==> src/rtl/conv_seq_ctrl_if.sv <==
// Handshake and memory-address bundle between conv_seq_ctrl and its neighbours.
// The master modport is the sequencer side; the slave modport is its environment.
interface conv_seq_ctrl_if #(
  parameter int T = 8,
  parameter int N = 128,
  parameter int M = 32
);
  localparam int XW = (N > 1) ? $clog2(N) : 1;
  localparam int FW = (M > 1) ? $clog2(M) : 1;

  logic                 start;
  logic signed [T-1:0]  acc_data;
  logic                 m_ready_y;
  logic [XW-1:0]        xmem_addr;
  logic [FW-1:0]        fmem_addr;
  logic                 mac_en;
  logic                 mac_first;
  logic                 m_valid_y;
  logic signed [T-1:0]  m_data_out_y;
  logic                 busy;
  logic                 done;

  modport master (
    input  start, acc_data, m_ready_y,
    output xmem_addr, fmem_addr, mac_en, mac_first, m_valid_y, m_data_out_y, busy, done
  );

  modport slave (
    output start, acc_data, m_ready_y,
    input  xmem_addr, fmem_addr, mac_en, mac_first, m_valid_y, m_data_out_y, busy, done
  );
endinterface

==> src/rtl/conv_seq_ctrl.sv <==
// Address/MAC sequencer for a single-MAC 1-D convolution with a one-entry output register.
// Define CONV_SEQ_RELU_EN to clamp negative sums to zero on capture.
module conv_seq_ctrl #(
  parameter int T      = 8,
  parameter int N      = 128,
  parameter int M      = 32,
  parameter int RD_LAT = 1
) (
  input  logic           clk,
  input  logic           reset,
  conv_seq_ctrl_if.master bus
);
  localparam int P  = N - M + 1;
  localparam int XW = (N > 1) ? $clog2(N) : 1;
  localparam int FW = (M > 1) ? $clog2(M) : 1;
  localparam int JW = (P > 1) ? $clog2(P) : 1;
  localparam int DW = (RD_LAT > 1) ? $clog2(RD_LAT) : 1;
  localparam logic [FW-1:0] K_LAST = FW'(M - 1);
  localparam logic [JW-1:0] J_LAST = JW'(P - 1);
  localparam logic [DW-1:0] D_LAST = DW'(RD_LAT - 1);

  typedef enum logic [2:0] {
    S_IDLE,
    S_ISSUE,
    S_DRAIN,
    S_WRITE,
    S_DONE
  } state_t;

  state_t              state, state_nx;
  logic [JW-1:0]       j;
  logic [FW-1:0]       k;
  logic [DW-1:0]       dcnt;
  logic [XW-1:0]       xaddr;
  logic [FW-1:0]       faddr;
  logic [RD_LAT-1:0]   vld_pipe;
  logic [RD_LAT-1:0]   first_pipe;
  logic                y_vld;
  logic signed [T-1:0] y_data;
  logic                cap, issue, issue_first, busy_c, done_c;

  function automatic logic signed [T-1:0] capture_val(input logic signed [T-1:0] a);
`ifdef CONV_SEQ_RELU_EN
    return a[T-1] ? '0 : a;
`else
    return a;
`endif
  endfunction

  always_ff @(posedge clk or posedge reset) begin
    if (reset) state <= S_IDLE;
    else       state <= state_nx;
  end

  always_comb begin
    state_nx    = state;
    cap         = 1'b0;
    issue       = 1'b0;
    issue_first = 1'b0;
    busy_c      = 1'b1;
    done_c      = 1'b0;
    unique case (state)
      S_IDLE: begin
        busy_c = 1'b0;
        if (bus.start) state_nx = S_ISSUE;
      end
      S_ISSUE: begin
        issue       = 1'b1;
        issue_first = (k == '0);
        if (k == K_LAST) state_nx = S_DRAIN;
      end
      S_DRAIN: begin
        if (dcnt == D_LAST) state_nx = S_WRITE;
      end
      S_WRITE: begin
        // A stalled WRITE simply waits; the MAC is idle so the sum is held.
        cap = !y_vld || bus.m_ready_y;
        if (cap) state_nx = (j == J_LAST) ? S_DONE : S_ISSUE;
      end
      S_DONE: begin
        done_c   = 1'b1;
        state_nx = S_IDLE;
      end
      default: state_nx = S_IDLE;
    endcase
  end

  // Counters and registered address pair (xmem = j+k, fmem = k)
  always_ff @(posedge clk or posedge reset) begin
    if (reset) begin
      j     <= '0;
      k     <= '0;
      dcnt  <= '0;
      xaddr <= '0;
      faddr <= '0;
    end else begin
      unique case (state)
        S_IDLE: begin
          if (bus.start) begin
            j     <= '0;
            k     <= '0;
            xaddr <= '0;
            faddr <= '0;
          end
        end
        S_ISSUE: begin
          dcnt <= '0;
          if (k != K_LAST) begin
            k     <= k + FW'(1);
            xaddr <= xaddr + XW'(1);
            faddr <= faddr + FW'(1);
          end
        end
        S_DRAIN: dcnt <= dcnt + DW'(1);
        S_WRITE: begin
          if (cap && (j != J_LAST)) begin
            j     <= j + JW'(1);
            k     <= '0;
            xaddr <= XW'(j) + XW'(1);
            faddr <= '0;
          end
        end
        default: ;
      endcase
    end
  end

  // Read-latency alignment of issue-valid and first-term flag
  always_ff @(posedge clk or posedge reset) begin
    if (reset) begin
      vld_pipe   <= '0;
      first_pipe <= '0;
    end else begin
      vld_pipe[0]   <= issue;
      first_pipe[0] <= issue_first;
      for (int i = 1; i < RD_LAT; i++) begin
        vld_pipe[i]   <= vld_pipe[i-1];
        first_pipe[i] <= first_pipe[i-1];
      end
    end
  end

  // One-entry output register; a simultaneous pop and push keeps it full
  always_ff @(posedge clk or posedge reset) begin
    if (reset) begin
      y_vld  <= 1'b0;
      y_data <= '0;
    end else if (cap) begin
      y_vld  <= 1'b1;
      y_data <= capture_val(bus.acc_data);
    end else if (y_vld && bus.m_ready_y) begin
      y_vld  <= 1'b0;
    end
  end

  assign bus.xmem_addr    = xaddr;
  assign bus.fmem_addr    = faddr;
  assign bus.mac_en       = vld_pipe[RD_LAT-1];
  assign bus.mac_first    = first_pipe[RD_LAT-1];
  assign bus.m_valid_y    = y_vld;
  assign bus.m_data_out_y = y_data;
  assign bus.busy         = busy_c;
  assign bus.done         = done_c;
endmodule

==> src/flat_wrapper.sv <==
// flat-port wrapper written by rule: the top's interface ports become plain ports
module conv_seq_ctrl_flat 
#(
  parameter int T      = 8,
  parameter int N      = 128,
  parameter int M      = 32,
  parameter int RD_LAT = 1
)
  (clk, reset, bus_start, bus_acc_data, bus_m_ready_y, bus_xmem_addr, bus_fmem_addr, bus_mac_en, bus_mac_first, bus_m_valid_y, bus_m_data_out_y, bus_busy, bus_done);
  conv_seq_ctrl_if #(.T(T), .N(N), .M(M)) bus_i ();
  input  logic clk;
  input  logic reset;
  input wire logic [$bits(bus_i.start)-1:0] bus_start;
  input wire logic [$bits(bus_i.acc_data)-1:0] bus_acc_data;
  input wire logic [$bits(bus_i.m_ready_y)-1:0] bus_m_ready_y;
  output wire logic [$bits(bus_i.xmem_addr)-1:0] bus_xmem_addr;
  output wire logic [$bits(bus_i.fmem_addr)-1:0] bus_fmem_addr;
  output wire logic [$bits(bus_i.mac_en)-1:0] bus_mac_en;
  output wire logic [$bits(bus_i.mac_first)-1:0] bus_mac_first;
  output wire logic [$bits(bus_i.m_valid_y)-1:0] bus_m_valid_y;
  output wire logic [$bits(bus_i.m_data_out_y)-1:0] bus_m_data_out_y;
  output wire logic [$bits(bus_i.busy)-1:0] bus_busy;
  output wire logic [$bits(bus_i.done)-1:0] bus_done;
  assign bus_i.start = bus_start;
  assign bus_i.acc_data = bus_acc_data;
  assign bus_i.m_ready_y = bus_m_ready_y;
  assign bus_xmem_addr = bus_i.xmem_addr;
  assign bus_fmem_addr = bus_i.fmem_addr;
  assign bus_mac_en = bus_i.mac_en;
  assign bus_mac_first = bus_i.mac_first;
  assign bus_m_valid_y = bus_i.m_valid_y;
  assign bus_m_data_out_y = bus_i.m_data_out_y;
  assign bus_busy = bus_i.busy;
  assign bus_done = bus_i.done;
  conv_seq_ctrl #(.T(T), .N(N), .M(M), .RD_LAT(RD_LAT)) u_core (.clk(clk), .reset(reset), .bus(bus_i));
endmodule
==> config.mk <==
export PLATFORM = sky130hd
export DESIGN_NAME = conv_seq_ctrl_flat
export DESIGN_NICKNAME = d
export VERILOG_FILES = /design/src/rtl/conv_seq_ctrl_if.sv /design/src/rtl/conv_seq_ctrl.sv /design/src/flat_wrapper.sv
export SDC_FILE = /design/constraint.sdc
export NUM_CORES = 1
export LEC_CHECK = 0
export ABC_AREA = 1
export ABC_CLOCK_PERIOD_IN_PS = 1800
export CORE_ASPECT_RATIO = 1.4
export CORE_UTILIZATION = 48
export CTS_CLUSTER_DIAMETER = 150
export CTS_CLUSTER_SIZE = 25
export DETAILED_ROUTE_END_ITERATION = 7
export PLACE_DENSITY = 0.81
export SYNTH_ARGS = -nofsm -noshare
export SYNTH_HDL_FRONTEND = slang
export SYNTH_SLANG_ARGS = --single-unit
==> constraint.sdc <==
create_clock -name clk -period 1.8 [get_ports clk]
set_clock_uncertainty 0.15 [all_clocks]
set_input_delay 0.36 -clock clk [delete_from_list [all_inputs] [get_ports clk]]
set_output_delay 0.36 -clock clk [all_outputs]
set_load 0.005 [all_outputs]
# Word level (Yosys, flattened, before mapping)
# Cells that the tools add are included.
[op_classes]
bitwise = 0
magnitude_cmp = 0
n_eq_ne = 14
shifts = 0
div = 0
muxes = 25
n_reduce_logical = 13
n_mul = 0
n_addsub = 5
[op_table]
columns = ["op", "n"]
rows = [
  ["5-bit one-hot mux with 3 select lines", 2],
  ["7-bit two-way mux", 3],
  ["7-bit one-hot mux with 3 select lines", 1],
  ["5-bit two-way mux", 4],
  ["3-bit two-way mux", 5],
  ["7-bit by 1-bit adder with 7-bit output (second input constant)", 2],
  ["7-bit one-hot mux with 2 select lines", 1],
  ["3-bit one-hot mux with 4 select lines", 1],
  ["5-bit by 1-bit adder with 5-bit output (second input constant)", 2],
  ["2-bit by 1-bit inequality test with 1-bit output (second input constant)", 4],
  ["4-bit AND reduction", 2],
  ["7-bit == test (second input constant)", 1],
  ["1-bit two-way mux", 7],
  ["7-bit inequality test (second input constant)", 1],
  ["3-bit by 2-bit == test with 1-bit output (second input constant)", 2],
  ["2-bit nonzero test", 3],
  ["5-bit == test (second input constant)", 1],
  ["5-bit zero test", 1],
  ["5-bit inequality test (second input constant)", 1],
  ["2-bit inequality test (second input constant)", 2],
  ["3-bit by 1-bit == test with 1-bit output (second input constant)", 1],
  ["3-bit == test (second input constant)", 1],
  ["3-bit zero test", 1],
  ["3-bit AND reduction", 1],
  ["6 further kinds", 7],
]
[totals]
register_bits = 39
mem_bits_ro = 0
input_bits = 12
mem_bits_rw = 0
n_memories = 0
latchBits = 0

# Logic depth before layout (Yosys ltp)
[depth]
ltp_word = 6
depth_mapped = 10
ltp_nobuf = 9

# Least setup slack after synthesis
# Ideal clock, no wire load.
[synth_timing]
path_kind = "register to register"
from = "register u_core.k[0]"
to = "register u_core.xaddr[6] (netlist: u_core.bus.xmem_addr[6])"
required_time_ns = 1.534
arrival_time_ns = 1.481
slack_ns = 0.052
n_path_buf = 1
period_less_slack_ns = 1.748
stages_incl_launch_ff = 11
cell_sequence = "dfrtp_1 ha_1 nand2_1 nor2_1 ha_1 nand3_1 nand2_1 nand3b_4 buf_6 nand2_1 nand2_1"
[synth_via]
elab_chain_cells = 3
[synth_lines]
columns = ["element", "line_no", "rtl"]
rows = [
  ["start, declared", "conv_seq_ctrl.sv:32", "logic [FW-1:0] k;"],
  ["start signal, assigned", "conv_seq_ctrl.sv:109", "k <= k + FW'(1);"],
  ["5-bit inequality test", "conv_seq_ctrl.sv:108", "if (k != K_LAST) begin"],
  ["2-bit by 1-bit inequality test with 1-bit output (no line)", "-", ""],
  ["4-bit AND reduction (no line)", "-", ""],
  ["end signal, assigned", "conv_seq_ctrl.sv:110", "xaddr <= xaddr + XW'(1);"],
  ["end signal, assigned", "conv_seq_ctrl.sv:119", "xaddr <= XW'(j) + XW'(1);"],
  ["end, declared", "conv_seq_ctrl.sv:34", "logic [XW-1:0] xaddr;"],
]
# Every way passes these cells.
# A chain may end at the register's enable or synchronous reset.

# Worst setup path in the final report
# Ends and elaborated chain as after synthesis.

==> impl_summary.md <==
Outcome
The flow ran to the end, but the final reports show violations. The final reports fail on setup timing.

Placement
Detailed placement ended at an HPWL of 3.52 mm. The worst-case setup slack after placement is -67.3 ps. Buffers placed on the I/O ports in this run total 36. The congestion estimate from routability-driven global placement came to 0.889.

Global routing
The global-route congestion overflow total is 0. Entering global routing, the biggest net connects 40 pins. In the global route stage, overall resource usage came out at 0.235.

The first global-routing pass estimated between 8 and 9 mm of wire. The initial antenna violation count is 0. The number of global-route vias before repair came to 1,913.

Synthesis
The per-instance average area after synthesis is 7.34 um^2. The number of synthesized flops with an enable pin is 0. Counting every net in the synthesized netlist gives 316. For this run, asynchronously set or reset flops after synthesis account for 1.00. The Yosys step of the flow raised 0 warnings.

Sorting the synthesized cells by how often they occur yields 127 x nand2_1, 39 x dfrtp_1, 32 x nand3_1. Synthesis produced slightly below 300 cells. The fraction of the yosys area taken by sequential cells is 0.448. The mapped cell area is 2180 um^2. The flip-flop and latch count after synthesis is 39. Ranked by total cell area, the synthesized netlist is headed by dfrtp_1 45%, nand2_1 22%, nand3_1 7.3%, inv_1 5.0%, ha_1 4.0%. Of the post-synthesis cell area, the dominant cell type holds 0.448. By instance count, the leading cell after synthesis is nand2_1. The number of different library cells in the post-synthesis netlist is 25. The post-synthesis cell type with the largest combined area is dfrtp_1. Among all flip-flop cells after synthesis, the most frequent one is dfrtp_1.

Pwr
Of the total power, the share spent switching nets is 0.365. The share of total power dissipated in sequential elements is 0.313. VDD sags by at most 0.668 mV. In this run the power density over the cells is 1350 nW/um^2. The design internal power is 2.56 mW.

The analysis attributes to net switching a power of 1.47 mW. The total power is 4.02 mW. The clock network fraction of design power is 0.217. The leakage component of the power is between 1.5 and 2 nW. Of the total power, combinational logic draws 0.470.

Clocking
The CTS buffer count is 5. Clock-pin slew was measured on the worst setup and hold paths at 80 ps. The clock insertion delay at the later pin of the skew report is 300 ps. In this run, post-CTS hold repair placed 0 buffers. The clock net sink count is 39. TritonCTS built the clock tree. In this run the deepest clock path goes through 2 buffers. CTS placed an instance of clkbuf_8 at the clock tree root. The clock tree synthesis step divided the H-tree into 2 levels.

Routing
The total wire length after detailed routing is 5.17 mm. After detailed routing, the wire length on met1 is 2.11 mm. The number of remaining DRC errors is 0. The routed wire length on met3 is 251 um. The met2 wire length is 2.74 mm.

In this run the remaining antenna-violating nets after routing total 0. Using the TritonRoute via totals, the vias-per-cell ratio works out to between 4 and 5. Dividing the detail-routed wire length by the instance count gives 12.3 um. The detailed router finished its first iteration with 98 violations. The number of detailed-routing iterations run before antenna repair is 4.

In this run the top signal layer used is met4. The detailed router placed 2,083 vias in this run.

Timing
The smallest clock period supported by the final layout is computed as approximately 1800 ps. At the pin with the least slew margin, the transition time is 296 ps. The fraction of the cycle the final worst path needs is 1.00.

The worst slack on hold paths is 255 ps. The tightest slew margin relative to the limit is 0.802. The number of slew-limit violations in the final report is 0. Setup repair after global routing could not meet its margin everywhere. Based on the critical path, the design can be clocked at up to 0.555 GHz.

The number of hold violations in the final report is 0. The number of failing setup endpoints in the final timing report is 1. The worst setup slack after layout is -2.91 ps.

Final layout
Of the cells placed in the final design, the portion with a size suffix greater than 1 is 0.155. The area growth from synthesis to layout is 36.9%. The number of diodes added for antenna fixing is 0.

In the final design database the tool counted 380 nets.

Critical path
The slowest library cell on the worst path is dfrtp_1. The arrival time of the worst setup path is 1840 ps. Walking the worst path, the cells encountered are ha_1 -> nand2_1 -> nor2_1 -> ha_2 -> nand3_2 -> nand2_2 -> nand3b_2 -> nand2_1 -> nand2_1. The endpoint class of the critical path is a flip-flop.

The setup path with the least slack is of type reg -> reg. For the worst setup path, the data required time is 1840 ps. The worst reg-to-reg setup slack is -3 ps. The highest net fanout along the worst path is 4. The path depth of the worst reg2reg path is 9. The launch point of the worst reg-to-reg path is u_core.k[0].

The worst setup path is launched from a flip-flop. The reg-to-reg critical path endpoint is u_core.bus.xmem_addr[6]. The delay of the slowest critical-path stage is around 380 ps. The most frequent cell on the critical path is nand2_1.

Die
The floorplan has 28 rows. The standard cell core area is 4270 um^2. The initial utilization of the core area, before any placement, comes to 0.510.

The overall die area is a little under 5000 um^2. The die is 59.0 um wide. The number of top-level design ports is 37. The die is ~80 um tall.

Job
The max-cap check violation count is 0.

Min path
The path class of the tightest hold or removal check is in -> async.
power groups by stage:
stage                     sequential, mW  clock, mW  combinational (mW)
after floorplan                     1.29          0               0.912
after global placement              1.28          0                1.72
after detailed placement            1.29          0                1.74
after CTS                           1.27      0.888                1.81
after global routing                1.29      0.922                2.10
final                               1.26      0.871                1.89
flip-flops by register name, summed over array words and instances, names as in the netlist, 3 cells and up:
signal,flops
u_core.state,3
u_core.bus.fmem_addr,5
u_core.bus.xmem_addr,7
u_core.bus.m_data_out_y,8
u_core.j,7
u_core.k,5
worst max path at each step:
stage	from	endpoint	slack [ps]	depth (start not counted)
floorplan	u_core.k[0]	u_core.bus.xmem_addr[6]	50	10
CTS	u_core.state[0]	u_core.j[4]	10	9
finish	u_core.k[0]	u_core.bus.xmem_addr[6]	-3	9
global placement	bus_start	u_core.j[5]	-30	7
detailed placement	bus_m_ready_y	u_core.j[4]	-70	7
global route	u_core.k[0]	u_core.bus.xmem_addr[6]	-60	9
cell families (layout without fill, tap and decap cells):
group | after synthesis | after routing | share of synthesized area
and+or+nand+nor | 200 | 202 | 0.399
DFF | 39 | 39 | 0.448
buffers and inverters | 35 | 98 | 0.0660
adders and majority gates | 7 | 7 | 0.0402
AOI/OAI and AO/OA | 13 | 13 | 0.0350
xor gates and xnor gates | 3 | 3 | 0.0121
layer usage:
layer / global-route usage / vias up
met5: 0 / -
met4: 0.0810 / 0
met3: 0.0520 / 5
met2: 0.423 / 63
met1: 0.269 / 955
li1: - / 1060
cell usage in the layout (no fill, tap or decap), types with 4 or more instances in the layout:
master,synthesis,layout
o21ai_0,5,5
nand2_2,4,5
nor3_1,4,4
nand3_1,32,29
buf_4,1,20
nor2_2,3,4
nand3_2,2,4
clkdlybuf4s50_1,0,34
nand2_1,127,126
inv_1,29,29
ha_1,7,6
dfrtp_1,39,37
clkbuf_8,0,5
nor2_1,21,19
per-stage QoR:
stage | instances | cell area, um^2 | utilization | TNS, ps
2_1_floorplan | 297 | 2180 | - | 0
3_3_place_gp | 408 | 2750 | 0.644 | -164
3_5_place_dp | 408 | 2750 | 0.644 | -677
4_1_cts | 419 | 2920 | 0.684 | 0
5_1_grt | 422 | 2980 | 0.698 | -299
6_report | 422 | 2980 | 0.698 | -2.91
repair_timing:
action,4_1_cts,5_1_grt
resized for setup,6,9
endpoints found under the setup margin,21,21
hold endpoints to repair,0,0
setup buffers,2,2
pin swaps,0,1
cloned,1,1
cell type report:
class | count | area [um^2]
fill | 356 | 1290
clock inverter | 2 | 60.1
tap | 60 | 75.1
inverter | 32 | 120
clock buffer | 6 | 72.6
timing repair buffer | 58 | 549
sequential | 39 | 978
multi-input combinational | 225 | 1130
worst max-delay path, delay by kind of cell (launching register included):
kind | cells | cell delay [ps]
AND/OR/NAND/NOR | 7 | 740
flip-flops | 1 | 380
adder cells (fa/ha/maj) | 2 | 410
No activity file was read; power rests on OpenSTA's default activity.
==> patch: new RTL, same settings <==
The 5 states of `state_t` get a one-hot encoding in 5 bits.
--- a/src/rtl/conv_seq_ctrl.sv
+++ b/src/rtl/conv_seq_ctrl.sv
@@ -19,12 +19,12 @@
   localparam logic [JW-1:0] J_LAST = JW'(P - 1);
   localparam logic [DW-1:0] D_LAST = DW'(RD_LAT - 1);
 
-  typedef enum logic [2:0] {
-    S_IDLE,
-    S_ISSUE,
-    S_DRAIN,
-    S_WRITE,
-    S_DONE
+  typedef enum logic [4:0] {
+    S_IDLE  = 5'b00001,
+    S_ISSUE = 5'b00010,
+    S_DRAIN = 5'b00100,
+    S_WRITE = 5'b01000,
+    S_DONE  = 5'b10000
   } state_t;
 
   state_t              state, state_nx;
Check against the original RTL: no difference found for any inputs over 10 cycles, from zero or initial values and one cycle with reset high; not proved beyond that.
==> patch against the original RTL <==
  * The flow still finishes with violations (setup timing)
  * Largest power group unchanged
  * Setup slack got worse by 0.0069 ns
  * Power decreased by 14%
  * Routed wire length increased by 24%
  * Largest cell class unchanged
  * Cell area increased by 19%
  * Clock power decreased by 32%
  * Sequential power decreased by 13%
  * Fmax decreased by 0.38%
  * Area after synthesis increased by 11%
  * Sequential cell count increased by 2
  * Critical path depth increased by 2
==> patch: results (changes against the original RTL) <==
** Run status
- Run status :: finished with violations
- Violations in the final reports :: setup timing

** Clocking
- The clock buffer count from CTS came to 5 (unchanged).
- Cell at the root of the clock tree :: sky130_fd_sc_hd__clkbuf_8
- Insertion delay of the later-clocked pin in the worst-skew pair :: roughly 0.29 ns
- Largest buffer count on any clock path :: 2 (unchanged)
- Maximum level of the CTS H-tree :: 2 (unchanged)
- The CTS clock-pin slew for the worst setup and hold paths is 0.08 ns (about the same).

** Worst setup path
- Crit-path max cell delay :: 0.40 ns (+0.02 ns)
- The worst endpoint data arrival time was 1.89 ns (+0.05 ns).
- The worst-path maximum fanout was 3 (-1).
- Critical path's top delay family :: simple AND/OR/NAND/NOR gates
- Crit path max-delay cell type :: sky130_fd_sc_hd__dfrtp_1

** Timing
- The worst-case headroom to the max-slew limit is 0.8064 (+0.004256).
- Fin worst setup slack :: -0.009850 ns (-0.006937 ns)
- The final setup violation count is 1 (unchanged).
- Final TNS setup :: -0.009850 ns (-0.006937 ns)

** Routing
- The number of vias per cell after detailed routing came to 5.277 (+6.9%).
- Routed wire per std cell :: 14.73 um (+20%)
- Number of iterations in the first detailed-routing pass :: 4 (unchanged)
- Violation count after the first detailed-route iteration :: 131 (+34%)
- The overall routed net length came to 6.436 mm (+24%).

** Global routing
- Antenna violations before repair :: 0 (unchanged)
- The global-route wire length before repair came to 9.604 mm (+14%).
- The global router's overall resource usage came to 0.2385 (+0.003989).
- The via count of the first global-routing pass came to 2141 (+12%).
- The total congestion overflow is 0 (unchanged).
- Largest net degree at the start of global routing :: 42 (+5.0%)

** Synthesis
- Count of distinct cell types in the synthesized netlist :: 32 (+28%)
- In the post-synthesis netlist, the biggest area contributors are sky130_fd_sc_hd__dfrtp_1 (41%), sky130_fd_sc_hd__nand3_1 (11%), sky130_fd_sc_hd__nand2_1 (11%).
- The proportion of register bits with asynchronous set or reset after synthesis came to 1.000 (unchanged).
- Yosys synthesis warning count :: 0 (unchanged)
- The proportion of synthesized chip area in sequential cells was 0.4249 (-0.02281).
- The commonest cells after synthesis are sky130_fd_sc_hd__nand2_1 (69), sky130_fd_sc_hd__nand3_1 (54), sky130_fd_sc_hd__dfrtp_1 (40), sky130_fd_sc_hd__nor2_1 (27), sky130_fd_sc_hd__inv_1 (20).
- The synthesized net count was 310 (-1.9%).
- Syn Inst Count :: 291 (-2.0%)

** Place
- Placed cells :: 411 (+0.74%)
- The placer's final routability congestion estimate came to 0.8225 (-7.5%).
- The placement-stage worst setup slack was -0.08093 ns (-0.01360 ns).
- Detailed placement HPWL :: 3.903 mm (+11%)
- The number of port buffers was 36 (unchanged).

** Finish
- Number of fillers in the final layout :: 317 (-11%)
- Max FFs per register :: 8 (unchanged)
- The share of post-route cells with drive strength above 1 was 0.3673 (+0.2126).
- The number of nets at the end of the flow came to 391 (+2.9%).
- Ant. Diodes :: 0 (unchanged)

** Pwr
- Static power due to leakage :: 1.715 nW (+11%)
- VDD IR-drop max :: 0.6091 mV (-8.8%)

** Min path
- The path class of the tightest hold or removal check is input port to asynchronous set/reset pin.
patch: what timing repair did:
item,4_1_cts,5_1_grt
gates resized for setup,18,53
cloned,1,2
hold endpoints to repair,0,0
setup endpoints to repair,26,34
buffers inserted,10,6
pin swaps,4,19
patch: path summary, 6_finish.rpt:
| kind | start | cells past startpoint | slack, ns | to |
|---|---|---|---|---|
| min in group clk | u_core.bus.m_data_out_y[2] | 2 | 0.33 | u_core.bus.m_data_out_y[2] |
| max reg2reg | u_core.state[2] | 11 | -0.01 | u_core.bus.xmem_addr[5] |
| min reg2reg | u_core.bus.m_data_out_y[2] | 2 | 0.33 | u_core.bus.m_data_out_y[2] |
| min | reset | 3 | 0.27 | u_core.bus.m_data_out_y[1] |
| max | u_core.state[2] | 11 | -0.01 | u_core.bus.xmem_addr[5] |
| max in group asynchronous | reset | 3 | 0.98 | u_core.state[0] |
patch: power by group:
part / leakage (nW) / switching, mW / internal [mW] / total [mW]
sequential: 0.555 / 0.0727 / 1.02 / 1.09
combinational: 1.12 / 1.00 / 0.782 / 1.78
clock: 0.0395 / 0.317 / 0.276 / 0.593
total: 1.72 / 1.39 / 2.07 / 3.47
patch: worst min-delay path: stages:
cell and delay (ns):
sky130_fd_sc_hd__clkdlybuf4s50_1 0.40, sky130_fd_sc_hd__inv_1 0.09, sky130_fd_sc_hd__buf_12 0.24
patch: per-stage QoR:
step	hold slack (ns)	instance area, um2
6_report	0.2658	3566
5_1_grt	0.2877	3566
4_1_cts	0.2726	3274
3_5_place_dp	0.3085	3050
3_3_place_gp	0.3023	3050
2_1_floorplan	0.3154	2417
patch: layout make-up:
| type | count | area share |
|---|---|---|
| multi-input cells | 217 | 0.4060 |
| flip-flops and latches | 41 | 0.2902 |
| repair buffers | 81 | 0.2316 |
| inverters | 26 | 0.02737 |
| clock buffers | 8 | 0.02246 |
| well taps | 64 | 0.02246 |
patch: cells by family (layout without fill, tap and decap cells):
family	after synthesis	in the layout	synth area share
AO/OA/AOI/OAI	16	16	0.04762
XOR/XNOR	4	4	0.01450
adder cells (fa/ha/maj)	7	7	0.03623
buffers and inverters	34	115	0.07349
flip-flops	41	41	0.4250
AND/OR/NAND/NOR	189	190	0.4032
patch: per-layer routing:
layer | up-vias | track usage | wire length [um]
met1 | 1138 | 0.2778 | 2604
met4 | 0 | 0.07071 | 51
li1 | 1113 | - | -
met2 | 48 | 0.4255 | 3616
met3 | 7 | 0.04374 | 163
met5 | - | 0 | 0
